<file path="src/rtl/rf_write_arbiter.sv">
// Write-port controller for the 32x32 register file: round-robin arbitration
// between ALU and load writeback, plus a full-file clear sweep.
module rf_write_arbiter #(
  parameter int unsigned DATA_W = 32,
  parameter int unsigned ADDR_W = 5
) (
  input  logic              clk,
  input  logic              rst,
  input  logic              req0_valid,
  input  logic [ADDR_W-1:0] req0_addr,
  input  logic [DATA_W-1:0] req0_data,
  output logic              req0_ready,
  input  logic              req1_valid,
  input  logic [ADDR_W-1:0] req1_addr,
  input  logic [DATA_W-1:0] req1_data,
  output logic              req1_ready,
  input  logic              clear_start,
  output logic              clear_busy,
  output logic              rf_we,
  output logic [ADDR_W-1:0] rf_waddr,
  output logic [DATA_W-1:0] rf_wdata
);

  typedef enum logic {ARB, CLEAR} state_t;

  state_t            state, state_next;
  logic              last_grant;
  logic [ADDR_W-1:0] clr_cnt;
  logic              wb_we;
  logic [ADDR_W-1:0] wb_addr;
  logic [DATA_W-1:0] wb_data;
  logic              grant0, grant1;

  always_comb begin
    state_next = state;
    grant0     = 1'b0;
    grant1     = 1'b0;
    case (state)
      ARB: begin
        if (clear_start) begin
          state_next = CLEAR;
        end else if (req0_valid && req1_valid) begin
          grant0 = last_grant;
          grant1 = !last_grant;
        end else begin
          grant0 = req0_valid;
          grant1 = req1_valid;
        end
      end
      CLEAR: begin
        if (clr_cnt == '1) state_next = ARB;
      end
      default: state_next = ARB;
    endcase
  end

  // Readies are masked by rst so nothing is accepted while reset is held.
  assign req0_ready = grant0 && !rst;
  assign req1_ready = grant1 && !rst;

  always_ff @(posedge clk or posedge rst) begin
    if (rst) begin
      state      <= ARB;
      last_grant <= 1'b1;
      clr_cnt    <= '0;
      wb_we      <= 1'b0;
      wb_addr    <= '0;
      wb_data    <= '0;
    end else begin
      state <= state_next;
      wb_we <= 1'b0;
      if (grant0) begin
        last_grant <= 1'b0;
        wb_we      <= |req0_addr;
        wb_addr    <= req0_addr;
        wb_data    <= req0_data;
      end else if (grant1) begin
        last_grant <= 1'b1;
        wb_we      <= |req1_addr;
        wb_addr    <= req1_addr;
        wb_data    <= req1_data;
      end
      if (state == CLEAR) clr_cnt <= clr_cnt + ADDR_W'(1);
      else                clr_cnt <= '0;
    end
  end

  // Sweep writes are driven straight from the counter so reset aborts them at once.
  assign clear_busy = (state == CLEAR);
  assign rf_we      = wb_we || clear_busy;
  assign rf_waddr   = clear_busy ? clr_cnt : wb_addr;
  assign rf_wdata   = clear_busy ? '0 : wb_data;

endmodule

</file>
<file path="config.mk">
export PLATFORM = sky130hd
export DESIGN_NAME = rf_write_arbiter
export DESIGN_NICKNAME = d
export VERILOG_FILES = /design/src/rtl/rf_write_arbiter.sv
export SDC_FILE = /design/constraint.sdc
export NUM_CORES = 1
export LEC_CHECK = 0
export BUFFER_PORTS_ARGS = -buffer_cell sky130_fd_sc_hd__buf_2
export CORE_ASPECT_RATIO = 1.4
export CORE_UTILIZATION = 40
export CTS_CLUSTER_SIZE = 10
export DETAILED_ROUTE_END_ITERATION = 12
export PLACE_DENSITY = 0.77
export SLEW_MARGIN = 10
export SYNTH_ARGS = -nofsm -noshare
export SYNTH_HDL_FRONTEND = slang
export SYNTH_SLANG_ARGS = --single-unit
</file>
<file path="constraint.sdc">
create_clock -name clk -period 2.7 [get_ports clk]
set_input_delay 0.675 -clock clk [delete_from_list [all_inputs] [get_ports clk]]
set_output_delay 0.675 -clock clk [all_outputs]
set_load 0.01 [all_outputs]
</file>
=== Yosys cells after proc, flatten, opt, wreduce, memory -nomap -nowiden ===
Index checks and enable logic that the tools add are counted.

* Add/sub/neg operators: 1
* Equal/unequal tests: 1
* Mux-type cells: 20
* Bitwise gates (word level): 1
* Reductions and logical operators: 9

{| class="wikitable"
|+ Operator list
! kind !! count
|-
| 2-to-1 mux 32 bit || 3
|-
| 2-to-1 mux 5 bit || 4
|-
| 2-to-1 mux 1 bit || 12
|-
| OR reduction 5 bit || 2
|-
| adder 5 x 1 -> 5 bit, second input constant || 1
|-
| == test 5 bit, second input constant || 1
|-
| logical AND 1 bit || 3
|-
| zero test 1 bit || 2
|-
| case mux 1 bit (2 select lines) || 1
|-
| nonzero test 2 bit || 1
|-
| logical OR 1 bit || 1
|-
| inverter 1 bit || 1
|}

* Flip-flop bits (word level): 45
* Output and inout bits: 41
* Logic and storage cells: 38

=== Longest topological paths before layout ===
* Word-level depth: 6
* Gate-level depth with buffers: 6

=== Worst setup path before layout ===
Ideal clock, no wire load.

* Kind: input port to output port
* Start: input port rst
* End: output port req1_ready
* Arrival time: 2.023 ns
* Path slack: 0.002 ns
* Stages on the path: 2
* Buffers on the path: 0
* Path through: inv_1 > and4_1

* Word-level cells in the longest chain between the ends: 2

{| class="wikitable"
|+ Ends and longest elaborated chain
! what !! line !! source
|-
| start: declaration || 8 || <nowiki>input logic rst,</nowiki>
|-
| zero test 1 bit (no source line) || -- ||
|-
| logical AND 1 bit || 59 || <nowiki>assign req1_ready = grant1 && !rst;</nowiki>
|-
| end: declaration || 16 || <nowiki>output logic req1_ready,</nowiki>
|}

Every way passes these cells.

=== Worst setup path in the final report ===
* Start: register state (netlist: clear_busy)
* End: output port req1_ready

* Word-level cells in the longest chain between the ends: 2

{| class="wikitable"
|+ Ends and longest elaborated chain
! what !! line !! source
|-
| start: declaration || 26 || <nowiki>state_t state, state_next;</nowiki>
|-
| start signal: assignment || 70 || <nowiki>state <= state_next;</nowiki>
|-
| 2-to-1 mux 1 bit || 38 || <nowiki>case (state)</nowiki>
|-
| logical AND 1 bit || 59 ||
|}

Every way passes these cells.

==> results.yml <==
sta:
  min_period_ns: 2.25
  fmaxAchievable_ghz: 0.445
  setup_tns_ns: 0
  relSlewSlack: 0.621
  rsz0062_at_grt: "no"
  final_hold_viol_count: 0
  fin_skew_ns: 0.00743
  tightestPinTransition_ns: 0.568
  period_share: 0.832
  finalSetupViolations: 0
  drv_slew: 0
setup_path:
  critPathKind: "flip-flop to output port"
  end_kind: "output port"
  critPathMaxStageDelay_ns: 0.59
  r2r_slack_ns: 0.70
  worstPathMaxFanout: 24
  worstReg2RegStart: "clear_busy"
  regToRegEndpoint: "wb_data[20]"
  rr_worst_depth: 5
  crit_arrival_ns: 1.57
  worst_path_max_delay_cell: "dfrtp_2"
  critPathRequiredTime_ns: 2.03
  crit_path_cell_trace: "nor2_8 > and4_1 > buf_2"
  start_kind: "flip-flop"
die:
  ios: 120
  die_w_um: 71.7
  fp.dieArea_mm2: 0.00714
  start_util: 0.414
  core_mm2: 0.00657
  die_height_um: 99.6
  num_rows: 35
synthesis:
  synth_top_area_share: 0.405
  ys_seq_area_frac: 0.414
  synth_seq_cells: 45
  ys_top_cells_by_area: "dfrtp_1, a221o_1, and4_1"
  async_reset_ff_frac: 1.00
  synth_edf_count: 0
  syn-mean-instance-area_um2: 10.5
  synth_ff_type: "dfrtp_1"
  yosysWarningCount: 0
  synth_top_area_cell: "dfrtp_1"
  yosysUniqueCellTypes: 34
  mappedNetlistNets: 340
  mappedNetlistArea_mm2: 0.00272
  yosysMostFrequentCell: "dfrtp_1"
  syn_inst: 259
  synthTopCellsByCount: "dfrtp_1, and4_1, a221o_1, nor2b_1, nor3b_1"
min_path:
  hold_depth: 1
  worst_hold_path.endpoint: "wb_data[28]"
  hp-class: "flip-flop to flip-flop"
  hold_start: "wb_data[28]"
pwr:
  p_sw_uw: 836
  cellInternalPower_uw: 1830
  power_leakage_uw: 0.00164
  peakVddDrop_mv: 0.295
  pwr-share-seq: 0.450
  swShare: 0.314
  powerDensity_mw_per_mm2: 770
  power.clock.fraction: 0.200
  pwr-share-comb: 0.350
global_route:
  grt_max_degree: 46
  grt_pass1_wl_mm: 12.2
  grt_antenna_before_repair: 0
  grt_overflow: 0
  grt_pass1_vias: 2506
  grt_usage: 0.216
clocking:
  cts_hold_buf: 0
  clk_pin_slew_worst_paths_ns: 0.09
  cts_tree: "yes"
  cts_setup_buffers: 0
  cts_root_buf: "clkbuf_8"
  cts_made_buffers: 5
  cts_sinks: 45
  cts-resized-gates: 0
  cts_buffer_depth: 2
  clock_latency_ns: 0.30
  htreeDepth: 2
routing:
  drt_iter0_markers: 157
  via_per_inst: 5.77
  routed_wl_mm: 7.40
  antenna_left: 0
  wire_per_inst_um: 16.8
  dr.pass1.iters: 4
  via_count: 2538
  drc: 0
placement:
  port_buffers: 119
  hpwlAfterDp_mm: 5.27
  place.gp.congestion: 0.780
final_layout:
  fillCellCount: 643
  final_nets: 446
  final_util: 0.527
  syn2layout_area_growth_pct: 27.3
  drive_gt1_frac: 0.413
  antenna_cells: 0
status:
  status: "completed"
run:
  max-cap-violations: 0
[power groups by stage]
stage | Clock [uW] | Sequential [uW] | Combinational (uW)
2_1_floorplan | 0 | 1110 | 720
3_3_place_gp | 0 | 1200 | 909
3_5_place_dp | 0 | 1200 | 946
4_1_cts | 548 | 1200 | 946
5_1_grt | 571 | 1240 | 1040
6_report | 533 | 1200 | 934
[cell families after synthesis]
kind of cell               after synthesis  share of synthesized area
buffers and inverters                   36                     0.0607
and+or+nand+nor                        121                      0.331
AOI/OAI and AO/OA                       48                      0.158
xor gates and xnor gates                 2                    0.00644
adders and majority gates                2                    0.00919
muxes                                    5                     0.0207
DFF                                     45                      0.414
[metal layers]
| layer | global-route usage | share of wire | vias up |
|---|---|---|---|
| met3 | 0.0365 | 0.056 | 13 |
| met1 | 0.275 | 0.42 | 1200 |
| met2 | 0.367 | 0.50 | 113 |
| met4 | 0.0724 | 0.022 | 0 |
| met5 | 0 | 0 | - |
| li1 | - | - | 1212 |
[worst max path at each step]
stage	startpoint	to	depth (start not counted)
detailed placement	clear_start	req1_ready	4
CTS	clear_busy	req1_ready	3
floorplan	rst	req1_ready	2
global route	clear_busy	req0_ready	4
global placement	clear_start	req1_ready	4
finish	clear_busy	req1_ready	3
[registers in the layout, indices dropped and copies added (netlist names)]
| name | flops |
|---|---|
| clear_busy | 1 |
| wb_we | 1 |
| clr_cnt | 5 |
| last_grant | 1 |
| wb_addr | 5 |
| wb_data | 32 |
[final cells by class]
type / count / area, um2 / area share
multi-input combinational: 178 / 1430 / 0.413
sequential: 45 / 1130 / 0.326
timing repair buffer: 130 / 678 / 0.196
tap: 74 / 92.6 / 0.0267
clock buffer: 7 / 86.3 / 0.0249
clock inverter: 1 / 30.0 / 0.00867
inverter: 5 / 18.8 / 0.00542
[critical path: cells and delay by family (launching register included)]
| kind | cells | cell delay (ns) |
|---|---|---|
| buf+inv | 1 | 0.13 |
| flops | 1 | 0.59 |
| simple gates | 2 | 0.56 |
[placed cells by master (no fill, tap or decap), types with 3 or more instances in the layout]
| cell type | count |
|---|---|
| o21ai_0 | 4 |
| inv_1 | 4 |
| nor2b_1 | 33 |
| and2_1 | 4 |
| a21oi_1 | 3 |
| clkbuf_8 | 6 |
| a221o_1 | 33 |
| and4_1 | 34 |
| o311ai_0 | 4 |
| dfrtp_1 | 43 |
| nor3b_1 | 33 |
| nand4_1 | 4 |
| mux2_2 | 5 |
| buf_2 | 119 |
| buf_4 | 11 |
[stage by stage]
stage          power (uW)  std cells  hold slack [ns]  setup WS (ns)  cell area [um2]
2_1_floorplan        1830        259            0.447        0.00159             2720
3_3_place_gp         2110        432            0.488          0.559             3350
3_5_place_dp         2150        432            0.489          0.564             3350
4_1_cts              2690        440            0.514          0.429             3460
5_1_grt              2850        440            0.522          0.305             3460
6_report             2670        440            0.510          0.453             3460
No activity file was read; power rests on OpenSTA's default activity.
